===== config.mk =====
export PLATFORM = sky130hd
export DESIGN_NAME = fir_mac_filter
export DESIGN_NICKNAME = d
export VERILOG_FILES = /design/src/rtl/fir_mac_filter.sv
export SDC_FILE = /design/constraint.sdc
export NUM_CORES = 2
export LEC_CHECK = 0
export CAP_MARGIN = 40
export CELL_PAD_IN_SITES_DETAIL_PLACEMENT = 0
export CELL_PAD_IN_SITES_GLOBAL_PLACEMENT = 2
export CORE_ASPECT_RATIO = 1.2
export CORE_MARGIN = 2
export CORE_UTILIZATION = 43
export DETAILED_ROUTE_END_ITERATION = 8
export PLACE_DENSITY_LB_ADDON = 0.1
export RECOVER_POWER = 100
export REMOVE_ABC_BUFFERS = 1
export SLEW_MARGIN = 10
export SYNTH_ARGS = -nofsm -noshare
export SYNTH_HDL_FRONTEND = slang
export SYNTH_SLANG_ARGS = --single-unit

===== constraint.sdc =====
create_clock -name clk -period 12.7 [get_ports clk]
set_clock_uncertainty 0.2 [all_clocks]
set_input_delay 1.905 -clock clk [delete_from_list [all_inputs] [get_ports clk]]
set_output_delay 1.905 -clock clk [all_outputs]
set_load 0.01 [all_outputs]

===== src/rtl/fir_mac_filter.sv =====
// fir_mac_filter
//   FIR filter built around one multiply-accumulate unit that handles one tap
//   per clock. Coefficients are written at run time through the coeff_* port.
//   The full-precision accumulator is rounded (half toward +inf), arithmetically
//   shifted right by OUT_SHIFT, and saturated to DATA_W bits.
//   Sequence: IDLE (accept a sample) -> MAC (N cycles) -> OUT (hold the result
//   until downstream takes it) -> IDLE.
//
// Ports
//   clk, reset_n            clock (rising edge); asynchronous active-low reset
//   in_valid/in_ready       sample handshake; in_ready is high only in IDLE
//   in_data   [DATA_W]      signed input sample
//   out_valid/out_ready     result handshake
//   out_data  [DATA_W]      signed filtered sample
//   out_ovf                 out_data was saturated; qualified by out_valid
//   coeff_we/addr/data      coefficient write; ignored while busy or addr>=N
//   busy                    high while the MAC is running

module fir_mac_filter #(
    parameter int N         = 32,
    parameter int DATA_W    = 16,
    parameter int COEFF_W   = 16,
    parameter int OUT_SHIFT = 15
) (
    input  logic                     clk,
    input  logic                     reset_n,
    input  logic                     in_valid,
    output logic                     in_ready,
    input  logic [DATA_W-1:0]        in_data,
    output logic                     out_valid,
    input  logic                     out_ready,
    output logic [DATA_W-1:0]        out_data,
    output logic                     out_ovf,
    input  logic                     coeff_we,
    input  logic [$clog2(N)-1:0]     coeff_addr,
    input  logic [COEFF_W-1:0]       coeff_data,
    output logic                     busy
);

    localparam int AW     = $clog2(N);
    localparam int ACC_W  = DATA_W + COEFF_W + AW;
    localparam int PROD_W = DATA_W + COEFF_W;

    localparam logic [AW:0]   N_LIM    = (AW+1)'(N);
    localparam logic [AW-1:0] LAST_IDX = AW'(N - 1);

    // Saturation limits expressed at the widened (ACC_W+1) precision.
    localparam logic signed [ACC_W:0] SAT_MAX =
        {{(ACC_W + 2 - DATA_W){1'b0}}, {(DATA_W - 1){1'b1}}};
    localparam logic signed [ACC_W:0] SAT_MIN =
        {{(ACC_W + 2 - DATA_W){1'b1}}, {(DATA_W - 1){1'b0}}};

    typedef enum logic [1:0] {
        ST_IDLE = 2'd0,
        ST_MAC  = 2'd1,
        ST_OUT  = 2'd2
    } state_t;

    state_t                    state_q, state_d;
    logic signed [ACC_W-1:0]   acc_q, acc_d;
    logic [AW-1:0]             idx_q, idx_d;
    logic [DATA_W-1:0]         out_data_q, out_data_d;
    logic                      out_ovf_q, out_ovf_d;
    logic                      out_valid_q, out_valid_d;

    // Per-tap storage, gathered into arrays for the MAC read mux.
    logic signed [DATA_W-1:0]  dline_taps [N];
    logic signed [COEFF_W-1:0] coeff_taps [N];

    logic accept;
    logic coeff_addr_ok;
    logic coeff_wr;

    assign accept        = (state_q == ST_IDLE) && in_valid;
    assign coeff_addr_ok = ({1'b0, coeff_addr} < N_LIM);
    assign coeff_wr      = coeff_we && (state_q != ST_MAC) && coeff_addr_ok;

    // ------------------------------------------------------------------
    // Delay line and coefficient registers, one generate slice per tap
    // ------------------------------------------------------------------
    genvar gi;
    generate
        for (gi = 0; gi < N; gi++) begin : g_tap
            logic signed [DATA_W-1:0]  dline_q, dline_d;
            logic signed [COEFF_W-1:0] coeff_q, coeff_d;
            logic signed [DATA_W-1:0]  shift_in;

            if (gi == 0) begin : g_head
                assign shift_in = in_data;
            end else begin : g_body
                assign shift_in = dline_taps[gi-1];
            end

            always_comb begin
                dline_d = dline_q;
                coeff_d = coeff_q;
                if (accept) begin
                    dline_d = shift_in;
                end
                // A write landing on the accept edge is already in place
                // when the MAC reads this tap on a later edge.
                if (coeff_wr && (coeff_addr == AW'(gi))) begin
                    coeff_d = coeff_data;
                end
            end

            always_ff @(posedge clk or negedge reset_n) begin
                if (!reset_n) begin
                    dline_q <= '0;
                    coeff_q <= '0;
                end else begin
                    dline_q <= dline_d;
                    coeff_q <= coeff_d;
                end
            end

            assign dline_taps[gi] = dline_q;
            assign coeff_taps[gi] = coeff_q;
        end
    endgenerate

    // ------------------------------------------------------------------
    // Multiply-accumulate datapath
    // ------------------------------------------------------------------
    logic signed [DATA_W-1:0]  tap_sample;
    logic signed [COEFF_W-1:0] tap_coeff;
    logic signed [PROD_W-1:0]  prod;
    logic signed [ACC_W-1:0]   acc_sum;

    assign tap_sample = dline_taps[idx_q];
    assign tap_coeff  = coeff_taps[idx_q];
    assign prod       = tap_sample * tap_coeff;
    assign acc_sum    = acc_q + {{AW{prod[PROD_W-1]}}, prod};

    // ------------------------------------------------------------------
    // Round and saturate. One extra bit of headroom keeps the rounding
    // bias from wrapping a near-full-scale accumulator.
    // ------------------------------------------------------------------
    logic signed [ACC_W:0] acc_ext;
    logic signed [ACC_W:0] rounded;

    assign acc_ext = {acc_sum[ACC_W-1], acc_sum};

    generate
        if (OUT_SHIFT > 0) begin : g_round
            localparam logic signed [ACC_W:0] HALF =
                {{ACC_W{1'b0}}, 1'b1} << (OUT_SHIFT - 1);
            logic signed [ACC_W:0] biased;
            assign biased  = acc_ext + HALF;
            assign rounded = biased >>> OUT_SHIFT;
        end else begin : g_no_round
            assign rounded = acc_ext;
        end
    endgenerate

    logic [DATA_W-1:0] sat_data;
    logic              sat_ovf;

    always_comb begin
        sat_data = rounded[DATA_W-1:0];
        sat_ovf  = 1'b0;
        if (rounded > SAT_MAX) begin
            sat_data = SAT_MAX[DATA_W-1:0];
            sat_ovf  = 1'b1;
        end else if (rounded < SAT_MIN) begin
            sat_data = SAT_MIN[DATA_W-1:0];
            sat_ovf  = 1'b1;
        end
    end

    // ------------------------------------------------------------------
    // Control FSM: next state and datapath register updates
    // ------------------------------------------------------------------
    always_comb begin
        state_d     = state_q;
        acc_d       = acc_q;
        idx_d       = idx_q;
        out_data_d  = out_data_q;
        out_ovf_d   = out_ovf_q;
        out_valid_d = out_valid_q;

        case (state_q)
            ST_IDLE: begin
                if (in_valid) begin
                    acc_d   = '0;
                    idx_d   = '0;
                    state_d = ST_MAC;
                end
            end

            ST_MAC: begin
                acc_d = acc_sum;
                idx_d = idx_q + AW'(1);
                // The last tap's product is folded in combinationally so the
                // result registers on the same edge as the final accumulate.
                if (idx_q == LAST_IDX) begin
                    out_data_d  = sat_data;
                    out_ovf_d   = sat_ovf;
                    out_valid_d = 1'b1;
                    state_d     = ST_OUT;
                end
            end

            ST_OUT: begin
                if (out_ready) begin
                    out_valid_d = 1'b0;
                    state_d     = ST_IDLE;
                end
            end

            default: begin
                state_d     = ST_IDLE;
                out_valid_d = 1'b0;
            end
        endcase
    end

    always_ff @(posedge clk or negedge reset_n) begin
        if (!reset_n) begin
            state_q     <= ST_IDLE;
            acc_q       <= '0;
            idx_q       <= '0;
            out_data_q  <= '0;
            out_ovf_q   <= 1'b0;
            out_valid_q <= 1'b0;
        end else begin
            state_q     <= state_d;
            acc_q       <= acc_d;
            idx_q       <= idx_d;
            out_data_q  <= out_data_d;
            out_ovf_q   <= out_ovf_d;
            out_valid_q <= out_valid_d;
        end
    end

    assign in_ready  = (state_q == ST_IDLE);
    assign busy      = (state_q == ST_MAC);
    assign out_valid = out_valid_q;
    assign out_data  = out_data_q;
    assign out_ovf   = out_ovf_q;

endmodule


==> impl_metrics.tcl <==
set metrics [dict create \
    cpMostUsedCell "fa_1" \
    finalMaxSlewViolations 2018 \
    routed-via-count 42270 \
    synth_top_family_by_area "multiplexers" \
    synth_area_leaders "dfrtp_1, mux2_2, nand2_1" \
    via_per_inst 5.294 \
    cp_data_required_time_ns 13.18 \
    sequential_cell_area_um2 27190 \
    clk_root_buffer_cell "clkbuf_16" \
    cap_violations 32 \
    synth_compound_area_share_pct 6.721 \
    drt_pass1_iterations 5 \
    htreeDepth 3 \
    gp_congestion 0.8260 \
    synth_area_per_cell_um2 10.34 \
    die_y_um 419.0 \
    hp-class "flop to flop" \
    ys_ff_latch 1086 \
    slowest_stage "a211oi_1" \
    hold-path-cell-count 2 \
    diodes 0 \
    path_max_fanout 33 \
    initial_core_util_pct 43.21 \
    grt_pass1_wl_um 260500 \
    min_period_over_period_pct 94.51 \
    cts_tree "done" \
    yosys.area_share.xor_xnor_pct 1.089 \
    synth_cell_types 85 \
    critPathArrivalTime_ns 12.49 \
    ctsHoldBuffers 0 \
    hpwl_um 107000 \
    r2r_start "idx_q[0]$_DFFE_PN0P_" \
    cts_inserted_buffers 115 \
    drcViolationCount 0 \
    r2r-end "out_data[14]$_DFFE_PN0P_" \
    synthAdderAreaFrac_pct 10.99 \
    setup.worst_path.start_class "flop" \
    grt_pass1_vias 44260 \
    wl_per_cell_um 20.31 \
    dieArea_um2 146600 \
    multi_input_area_um2 31830 \
    postLayoutCellArea_um2 68590 \
    synth_cells 5970 \
    synth-simple-area-share_pct 14.39 \
    min-delay-start "g_tap[31].dline_q[5]$_DFFE_PN0P_" \
    synthMuxAreaShare_pct 18.40 \
    synthFlopType "dfrtp_1" \
    port_buffers 61 \
    final.fill_count 13330 \
    finalHoldViolCount 0 \
    die_w_um 349.8 \
    violations "max-capacitance violations, max-slew violations" \
    dr.first_iter.drc_count 2442 \
    synth_edf_count 0 \
    place_area_um2 65380 \
    grt_max_degree 232 \
    setup_viol 0 \
    grt_usage_pct 22.72 \
    worstHoldEndpoint "g_tap[31].dline_q[5]$_DFFE_PN0P_" \
    yosysTopAreaCell "dfrtp_1" \
    tightest_slew_ns 4.875 \
    layout-drive-gt1-share_pct 19.64 \
    max_freq_ghz 0.08331 \
    rr_worst_depth 41 \
    num_rows 152 \
    grt.overflow.total 0 \
    period_minus_slack_ns 12.00 \
    cts_sinks 1086 \
    netlist_area_um2 61710 \
    synth_top_area_share_pct 44.04 \
    finalNetCount 6395 \
    status "finished with violations" \
    yosysSeqAreaShare_pct 44.04 \
    reg2reg_slack_ns 0.70 \
    path_class "flop to flop" \
    clk_latency_ns 0.75 \
    antenna_found_initial 4 \
    clock_path_buffers 3 \
    async_flop_share_pct 100.0 \
    area_growth_pct 11.14 \
    drt-total-wl_um 162200 \
    coreArea_um2 142800 \
    grt_setup_unrepaired "false" \
    synth.most_common_cell "nand2_1" \
    crit_path_start "idx_q[0]$_DFFE_PN0P_" \
    cp-end-kind "flop" \
    synthTopCellsByCount "nand2_1, dfrtp_1, mux2_2" \
    ant_nets 0 \
    crit_path_max_incr_delay_ns 0.84 \
    slew_headroom_pct -225.0 \
    clkTransAtPathRegs_ns 0.06 \
    ios 62 \
    yosysWarnings 0 \
]
==> logic make-up (layout without fill, tap and decap cells) <==
| logic type | count (synthesis) | count (layout) |
|---|---|---|
| and+or+nand+nor | 2183 | 2183 |
| DFF | 1086 | 1086 |
| muxes | 901 | 901 |
| buffers and inverters | 702 | 791 |
| AOI/OAI and AO/OA | 639 | 639 |
| adders and majority gates | 384 | 384 |
| xor gates and xnor gates | 75 | 75 |
==> registers in the layout, summed over array words and instances (netlist names) <==
| signal | cells |
|---|---|
| g_tap.coeff_q | 512 |
| g_tap.dline_q | 496 |
| idx_q | 5 |
| acc_q | 37 |
| out_valid | 1 |
| state_q | 2 |
| out_ovf | 1 |
| out_data | 16 |
| g_tap.shift_in | 16 |
==> cells in the final DEF (no fill, tap or decap), drive strengths merged, types with 7 or more instances in the layout <==
| cell | n |
|---|---|
| o21bai | 12 |
| mux4 | 128 |
| o221ai | 65 |
| a21oi | 193 |
| a21o | 24 |
| a31oi | 14 |
| and3 | 8 |
| clkinv | 22 |
| fa | 263 |
| or2 | 108 |
| dlygate4sd3 | 25 |
| nor2 | 214 |
| clkdlybuf4s50 | 35 |
| nand2b | 26 |
| o22ai | 66 |
| nor3 | 24 |
| nor2b | 20 |
| dfrtp | 1086 |
| and2 | 10 |
| mux2i | 196 |
| xor2 | 24 |
| mux2 | 577 |
| o211ai | 7 |
| inv | 319 |
| o21a | 7 |
| or3 | 11 |
| buf | 139 |
| o31ai | 8 |
| a211oi | 45 |
| nand3 | 50 |
| clkbuf | 247 |
| xnor2 | 51 |
| nand2 | 1692 |
| o31a | 10 |
| o21ai | 160 |
| ha | 121 |
==> worst max path at each step <==
stage                     slack [ns]  cells past startpoint                        to
after floorplan               -10.37                     41   out_data[0]$_DFFE_PN0P_
after global placement          0.55                     43   out_data[8]$_DFFE_PN0P_
after detailed placement        0.69                     47   out_data[0]$_DFFE_PN0P_
after CTS                       0.67                     46  out_data[14]$_DFFE_PN0P_
after global routing            0.01                     47   out_data[6]$_DFFE_PN0P_
final                           0.70                     41  out_data[14]$_DFFE_PN0P_
==> stage by stage <==
stage	hold slack, ns	setup TNS, ns	setup slack [ns]	std cells	utilization, %
after detailed placement	0.2626	0	0.6883	7776	45.78
after global routing	0.2902	0	0.01300	7984	48.02
after floorplan	0.2455	-447.69	-10.37	5585	-
after global placement	0.2566	0	0.5548	7751	45.45
final	0.2733	0	0.6968	7984	48.02
after CTS	0.2772	0	0.6727	7983	48.44
==> layout make-up <==
type	instances	area share [%]
clock buffer	179	5.103
clock inverter	28	0.4360
inverter	317	1.735
multi-input combinational	4182	46.42
sequential	1086	39.65
tap	1925	3.512
timing repair buffer	267	3.149
==> routing by layer <==
layer / vias up / track usage (%) / routed length, um
met5: - / 0 / 0
met4: 0 / 6.904 / 4498
met3: 210 / 2.524 / 5261
met2: 596 / 37.08 / 76690
met1: 21580 / 31.88 / 75730
li1: 19890 / - / -
==> repair_timing <==
item,CTS,global route
endpoints found under the setup margin,0,16
hold endpoints to repair,0,0
buffers inserted,0,1
resized for setup,0,2
==> worst max-delay path: cells and delay by family (launching register included) <==
| family | cells | cell delay, ns |
|---|---|---|
| buffers and inverters | 3 | 0.54 |
| AOI/OAI and AO/OA | 22 | 5.07 |
| and+or+nand+nor | 5 | 1.08 |
| adders and majority gates | 8 | 3.55 |
| muxes | 1 | 0.20 |
| DFF | 1 | 0.61 |
| xor gates and xnor gates | 2 | 0.63 |
Power is left out: the tool's default activity adds up to more than one toggle a clock period on the data nets, which glitch-free logic cannot reach.
